File: src/rtl/arb_mux4to1_n_bit.sv
`default_nettype none
// ============================================================================
// Module      : arb_mux4to1_n_bit
// Description : Four-source round-robin arbitrating mux. It has a registered
//               output stage, and each output word carries its 2-bit source tag.
// Revision    : 1.0 - initial release
// ============================================================================
module arb_mux4to1_n_bit #(
    parameter int N = 8
) (
    input  logic         clk,
    input  logic         rst,
    input  logic [N-1:0] a0,
    input  logic [N-1:0] a1,
    input  logic [N-1:0] a2,
    input  logic [N-1:0] a3,
    input  logic [3:0]   v,
    output logic [3:0]   rdy,
    output logic [N-1:0] z,
    output logic [1:0]   s,
    output logic         z_valid,
    input  logic         z_ready
);

    logic [N-1:0] r_z;
    logic [1:0]   r_s;
    logic         r_z_valid;
    logic [1:0]   r_ptr;

    logic         w_load;
    logic         w_any;
    logic [1:0]   w_gnt;
    logic [N-1:0] w_gnt_data;

    assign w_load = !r_z_valid || z_ready;
    assign w_any  = |v;

    // Scan from the farthest offset back to ptr so the closest requester wins.
    always_comb begin
        w_gnt = r_ptr;
        for (int k = 3; k >= 0; k--) begin
            if (v[r_ptr + 2'(k)]) begin
                w_gnt = r_ptr + 2'(k);
            end
        end
    end

    always_comb begin
        case (w_gnt)
            2'd0:    w_gnt_data = a0;
            2'd1:    w_gnt_data = a1;
            2'd2:    w_gnt_data = a2;
            default: w_gnt_data = a3;
        endcase
    end

    // Gated by rst so no source believes its word was taken while in reset.
    always_comb begin
        rdy = 4'b0000;
        if (!rst && w_load && w_any) begin
            rdy[w_gnt] = 1'b1;
        end
    end

    always_ff @(posedge clk or posedge rst) begin
        if (rst) begin
            r_z       <= '0;
            r_s       <= 2'd0;
            r_z_valid <= 1'b0;
            r_ptr     <= 2'd0;
        end else if (w_load) begin
            if (w_any) begin
                r_z       <= w_gnt_data;
                r_s       <= w_gnt;
                r_z_valid <= 1'b1;
                r_ptr     <= w_gnt + 2'd1;
            end else begin
                r_z_valid <= 1'b0;
            end
        end
    end

    assign z       = r_z;
    assign s       = r_s;
    assign z_valid = r_z_valid;

endmodule
`default_nettype wire

File: config.mk
export PLATFORM = sky130hd
export DESIGN_NAME = arb_mux4to1_n_bit
export DESIGN_NICKNAME = d
export VERILOG_FILES = /design/src/rtl/arb_mux4to1_n_bit.sv
export SDC_FILE = /design/constraint.sdc
export NUM_CORES = 1
export LEC_CHECK = 0
export ABC_AREA = 1
export BUFFER_PORTS_ARGS = -buffer_cell sky130_fd_sc_hd__buf_2
export CAP_MARGIN = 5
export CORE_UTILIZATION = 30
export CTS_BUF_LIST = sky130_fd_sc_hd__clkbuf_2 sky130_fd_sc_hd__clkbuf_4 sky130_fd_sc_hd__clkbuf_8
export CTS_CLUSTER_DIAMETER = 200
export DETAILED_ROUTE_END_ITERATION = 6
export PLACE_DENSITY = 0.63
export SETUP_SLACK_MARGIN = 0.05
export SLEW_MARGIN = 30
export SYNTH_ARGS = -nofsm -noshare
export SYNTH_HDL_FRONTEND = slang
export SYNTH_SLANG_ARGS = --single-unit
export TNS_END_PERCENT = 1
File: constraint.sdc
create_clock -name clk -period 2.15 [get_ports clk]
set_input_delay 0.43 -clock clk [delete_from_list [all_inputs] [get_ports clk]]
set_output_delay 0.43 -clock clk [all_outputs]
set_load 0.1 [all_outputs]
==> results of run 1 <==
==> synthesized netlist by cell type <==
| master | number |
|---|---|
| ha_1 | 5 |
| nor4_1 | 1 |
| buf_6 | 1 |
| dfrtp_1 | 13 |
| o21ai_1 | 1 |
| clkbuf_1 | 4 |
| o211ai_1 | 8 |
| nor2_1 | 6 |
| nand2_1 | 68 |
| inv_1 | 17 |
| inv_2 | 2 |
| nand2_2 | 2 |
| a21oi_1 | 8 |
| nand3_1 | 17 |
| buf_4 | 2 |
| o21ai_0 | 3 |
==> area by class of cell <==
type / count / area (um2)
inverter: 19 / 76.3
sequential: 13 / 328
clock buffer: 4 / 30.0
fill: 319 / 1340
multi-input combinational: 119 / 717
timing repair buffer: 79 / 553
tap: 44 / 55.1
==> how the worst max path moves through the flow <==
stage | startpoint | end | slack, ns | cells past startpoint
floorplan | r_ptr[0]$_DFFE_PP0P_ | rdy[2] | -0.19 | 14
global placement | r_ptr[0]$_DFFE_PP0P_ | rdy[1] | -0.13 | 14
detailed placement | r_ptr[0]$_DFFE_PP0P_ | rdy[1] | -0.11 | 14
CTS | r_ptr[0]$_DFFE_PP0P_ | rdy[2] | -0.31 | 15
global route | r_ptr[0]$_DFFE_PP0P_ | rdy[2] | -0.45 | 11
finish | r_ptr[0]$_DFFE_PP0P_ | rdy[3] | -0.32 | 14
==> routing by layer <==
| metal | share of wire (%) | track usage, % |
|---|---|---|
| met1 | 43 | 21.2 |
| met4 | 0.17 | 2.99 |
| met2 | 52 | 29.4 |
| met3 | 5.2 | 2.60 |
| met5 | 0 | 0 |
==> through the flow <==
step | cells | setup slack (ns) | hold slack [ns] | setup TNS, ns
global placement | 264 | -0.127 | 0.463 | -0.685
CTS | 273 | -0.307 | 0.198 | -1.20
detailed placement | 264 | -0.110 | 0.465 | -0.861
floorplan | 158 | -0.193 | 0.315 | -0.674
global route | 278 | -0.455 | 0.214 | -4.00
finish | 278 | -0.320 | 0.189 | -2.26
==> flip-flops by register name (all words and copies together) (netlist names) <==
signal / cells
r_ptr: 2
s: 2
z: 8
z_valid: 1
==> what timing repair did <==
| item | 4_1_cts | 5_1_grt |
|---|---|---|
| buffers inserted | 5 | 5 |
| endpoints found under the setup margin | 12 | 12 |
| resized for setup | 11 | 23 |
| pin swaps | 7 | 7 |
==> cells in the final DEF (no fill, tap or decap), types with 2 or more instances in the layout <==
cell | synthesis | routed
a21oi_1 | 8 | 7
buf_12 | 0 | 6
buf_2 | 0 | 49
buf_4 | 2 | 22
buf_6 | 1 | 2
clkbuf_4 | 0 | 4
dfrtp_1 | 13 | 11
dfrtp_2 | 0 | 2
ha_4 | 0 | 4
inv_1 | 17 | 13
inv_2 | 2 | 4
inv_4 | 0 | 2
nand2_1 | 68 | 58
nand2_2 | 2 | 10
nand2_4 | 0 | 2
nand3_1 | 17 | 13
nand3_2 | 0 | 4
nor2_1 | 6 | 2
nor2_4 | 0 | 4
o211ai_1 | 8 | 8
o21ai_0 | 3 | 3
==> critical path, stage by stage (launching register included) <==
cell and delay (ns):
dfrtp_2 0.47, buf_4 0.16, nand2_1 0.10, nand3_2 0.08
nand2_1 0.07, inv_1 0.04, nand2_1 0.06, nand2_2 0.06
nand2_2 0.06, nand2_2 0.07, nand2_4 0.11, ha_2 0.17
inv_1 0.05, nor2_4 0.09, buf_12 0.18
==> cell families after synthesis <==
logic type / share of synthesized area (%)
AND/OR/NAND/NOR: 38.1
buffers and inverters: 11.2
AO/OA/AOI/OAI: 12.0
flip-flops: 32.5
adder cells (fa/ha/maj): 6.24
==> impl_results.md, run 1 <==
* Status: finished, violations left
* Failing checks: negative setup slack
* Root Buffer: clkbuf_4
* Fin. Hold Viols at 0
* Drt drc at 0
* FF-to-FF End: z[5]$_DFFE_PP0P_
* DRT Wirelength at 2950 um
* DR WL/cell at 10.6 um
* Worst slew margin at 67.0%
* Worst Setup End Kind: output port
* Area of the die at 3580 um2
* Seq/Total Area, Yosys at 32.5%
* GRT Util Overall at 16.6%
* Ranking of synthesized cells by area: dfrtp_1, nand2_1, nand3_1
* IO Count at 54
* Placed Area at 1510 um2
* Final HPWL DP at 2180 um
* Clk slew on worst S/H paths at 0.07 ns
* Initial antenna violation count at 0
* Worst reg2reg path startpoint: r_ptr[0]$_DFFE_PP0P_
* Yosys warns at 0
* Worst Skew at 0.00101 ns
* Fin worst setup slack at -0.320 ns
* Clock Tree Buf Depth at 2
* PortBufs at 53
* Final period utilization at 115%
* # diodes at 0
* CP arrival at 2.04 ns
* Core Region at 3100 um2
* Core Util, Final at 56.7%
* Unrepaired setup endpoints after global routing: true
* Number of global-route vias before repair at 1100
* Crit Path Category: reg -> out
* Max cap viols at 0
* Share of cells above drive strength 1 at 50.4%
* Clk Latency, worst-skew pair at 0.26 ns
* Worst Reg-to-Reg Cells at 17
* Post-Syn Nets at 202
* Vias at 1264
* First-pass GRT wire length at 4540 um
* Routed Antenna Nets at 0
* GR Overflow Total at 0
* Synthesized area per cell at 6.34 um2
* Area grow syn2layout at 75.5%
* FP Rows at 20
* Leading area contributor after synthesis: dfrtp_1
* Post-synthesis register bit count at 13
* DIE WIDTH at 59.8 um
* Post-synth top area share at 32.5%
* Vias/cell at 4.55
* Sinks on Clock Net at 13
* Post-route minimum period at 2.47 ns
* Worst min path class: in -> async
* Initial core utilization at 32.3%
* Layout Nets at 279
* CTS H-tree lvls at 1
* Worst EP required at 1.72 ns
* Post-cts hold buffer count at 0
* Inserted Clock Buffers at 3
* Synth cell types at 16
* Max FO, Critical Path at 6
* Design Area, Final at 1760 um2
* Achievable Freq at 0.405 GHz
* Mapped Area at 1000 um2
* Flop2flop setup slack at -0.14 ns
* Largest net degree at the start of global routing at 15
* DRT Pass-1 Iters at 4
* Pins Over Slew Limit at 0
* Cells after synthesis at 158
* Initial drt markers at 49
* Worst Max-Slew Pin Slew at 0.499 ns
* CTS tree: done
* Die height at 59.8 um
* Endpoints failing setup at 12
* Final GP Congestion at 0.849
* CP Launch Type: flip-flop
Power of run 1 is not shown: default switching activity piles up to over one toggle a cycle in this logic, so the estimate is an artifact.
==> inputs of run 2 (changes only) <==
--- a/config.mk
+++ b/config.mk
@@ -14,7 +14,7 @@
 export DETAILED_ROUTE_END_ITERATION = 6
 export PLACE_DENSITY = 0.63
 export SETUP_SLACK_MARGIN = 0.05
-export SLEW_MARGIN = 30
+export SLEW_MARGIN = 20
 export SYNTH_ARGS = -nofsm -noshare
 export SYNTH_HDL_FRONTEND = slang
 export SYNTH_SLANG_ARGS = --single-unit
==> constraint.sdc (replaced) <==
create_clock -name clk -period 2 [get_ports clk]
set_input_delay 0.5 -clock clk [delete_from_list [all_inputs] [get_ports clk]]
set_output_delay 0.5 -clock clk [all_outputs]
set_load 0.1 [all_outputs]
==> run 2 against run 1 <==
  * The flow still finishes with violations (negative setup slack)
  * Cell count did not move
  * Register-to-register slack lost 0.10 ns
  * Non-clock buffer count stayed put
  * Worst setup slack got worse by 0.22 ns
  * Via count down 1.2%
  * Wire length grew 4.5%
  * Sequential share of layout area down 0.35 points
  * Worst hold slack improved by 0.034 ns
  * Design area is 1.9% higher
  * Die area did not move
  * Global-route usage up 1.2 points
  * Largest cell class unchanged
  * Highest routed layer is now met3
==> impl_results.md, run 2 (synthesis results as in run 1) <==
* FF/Latch Area at 328 um2 (unchanged)
* Worst Reg-to-Reg Cells at 17 (unchanged)
* Die height at 59.8 um (unchanged)
* Clock Tree Buf Depth at 2 (unchanged)
* CP cell instances: buf_6, o21ai_4, nand2_1, nand2_1, nand2_1, nand2_2, nand2_2, nand2_2, nand2_4, inv_4, ha_4, inv_4, nor2_4, buf_12
* Fin worst setup slack at -0.541 ns (-0.220 ns)
* Max cap viols at 0 (unchanged)
* FP Rows at 20 (unchanged)
* Achievable Freq at 0.394 GHz
* Area of the die at 3580 um2 (unchanged)
* Drt drc at 0 (unchanged)
* CP peak stage delay at 0.45 ns (-0.02 ns)
* Commonest non-fill, non-tap cell in the layout: nand2_1
* IO Count at 54 (unchanged)
* Final period utilization at 127%
* Clk Latency, worst-skew pair at 0.27 ns (about the same)
* Final GP Congestion at 0.845 (-0.42%)
* M1 GR Usage at 22.1% (+0.83 points)
* Global routing's busiest layer: met2
* CP arrival at 2.04 ns (about the same)
* Number of global-route vias before repair at 1184 (+7.6%)
* Area of the multi-input gates at 748 um2 (+4.4%)
* Sinks on Clock Net at 13 (unchanged)
* CTS tree: done
* Initial antenna violation count at 0 (unchanged)
* Worst min path class: in -> async
* Pins Over Slew Limit at 0 (unchanged)
* Vias/cell at 4.49 (-1.2%)
* Failing checks: negative setup slack
* Worst Skew at 0.00233 ns (+0.00132 ns)
* Worst reg2reg path startpoint: r_ptr[0]$_DFFE_PP0P_
* Core Region at 3100 um2 (unchanged)
* Filler cells at 315 (-1.3%)
* DRT Pass-1 Iters at 4 (unchanged)
* Root Buffer: clkbuf_4
* Initial core utilization at 32.3% (unchanged)
* Max FFs per register at 8 (unchanged)
* Max FO, Critical Path at 6 (unchanged)
* Inserted Clock Buffers at 3 (unchanged)
* Core Util, Final at 57.8% (+1.1 points)
* DIE WIDTH at 59.8 um (unchanged)
* Crit Path Category: reg -> out
* Placed Area at 1590 um2 (+5.0%)
* Worst EP required at 1.50 ns (-0.22 ns)
* DRT Wirelength at 3080 um (+4.5%)
* Clk slew on worst S/H paths at 0.08 ns (about the same)
* DR WL/cell at 11.1 um (+4.5%)
* Routed Antenna Nets at 0 (unchanged)
* GR Overflow Total at 0 (unchanged)
* Area grow syn2layout at 78.9%
* First-pass GRT wire length at 4770 um (+5.0%)
* # diodes at 0 (unchanged)
* CTS H-tree lvls at 1 (unchanged)
* Vias at 1249 (-1.2%)
* Design Area, Final at 1790 um2 (+1.9%)
* Worst Setup End Kind: output port
* GRT Util Overall at 17.8% (+1.2 points)
* Initial drt markers at 28 (-43%)
* Unrepaired setup endpoints after global routing: true
* Endpoints failing setup at 12 (unchanged)
* Fin. Hold Viols at 0 (unchanged)
* Post-route minimum period at 2.54 ns
* Final HPWL DP at 2310 um (+5.9%)
* Post-cts hold buffer count at 0 (unchanged)
* Largest net degree at the start of global routing at 15 (unchanged)
* Critical-path top delay cell: dfrtp_2
* Flop2flop setup slack at -0.24 ns (-0.10 ns)
* Worst Max-Slew Pin Slew at 0.491 ns (-0.00784 ns)
* FF-to-FF End: z[6]$_DFFE_PP0P_
* Most frequent cells in the layout: nand2_1, buf_2, buf_4
* PortBufs at 53 (unchanged)
* Layout Nets at 279 (unchanged)
* Worst slew margin at 67.5% (+0.52 points)
* Share of cells above drive strength 1 at 57.3% (+6.8 points)
* Met2 Resource Use GR at 31.7% (+2.4 points)
* Status: finished, violations left
* CP Launch Type: flip-flop
* Met3 GRT Util at 4.55% (+1.9 points)
run 2: cell counts in the layout (fill, tap and decap cells not counted):
No cell type changed its count.
run 2: repair_timing:
action	4_1_cts	5_1_grt
setup buffers	3	3
gates resized for setup	7	33
cloned	0	0
pin swaps	5	17
setup endpoints to repair	12	12
run 2: worst max-delay path by stage:
stage | start | end | cells past startpoint
floorplan | r_ptr[0]$_DFFE_PP0P_ | rdy[2] | 15
global placement | v[0] | rdy[1] | 14
detailed placement | v[0] | rdy[1] | 14
CTS | r_ptr[0]$_DFFE_PP0P_ | rdy[3] | 14
global route | r_ptr[1]$_DFFE_PP0P_ | rdy[2] | 15
finish | r_ptr[0]$_DFFE_PP0P_ | rdy[2] | 14
run 2: area by class of cell:
class,count,area share [%]
well taps,44,3.07
inverters,19,4.68
multi-input cells,119,41.7
clock buffers,4,1.67
repair buffers,79,30.6
flip-flops and latches,13,18.3
run 2: worst max-delay path, delay by kind of cell (launching register included):
family                     cells  cell delay, ns
buffers and inverters          4            0.45
AOI/OAI and AO/OA              1            0.12
and+or+nand+nor                8            0.61
adders and majority gates      1            0.14
DFF                            1            0.45
run 2: layer usage:
layer	vias up	wire, um
li1	649	-
met1	561	1330
met2	39	1620
met3	0	131
met4	0	0
met5	-	0
run 2: through the flow:
step / setup slack [ns] / hold slack, ns / std cells / setup TNS, ns
after global placement: -0.334 / 0.465 / 268 / -3.49
after CTS: -0.523 / 0.220 / 275 / -4.22
after global routing: -0.660 / 0.237 / 278 / -5.21
after floorplan: -0.437 / 0.385 / 158 / -1.63
after detailed placement: -0.341 / 0.460 / 268 / -3.80
final: -0.541 / 0.223 / 278 / -3.71
Power of run 2 is left out for the same reason.
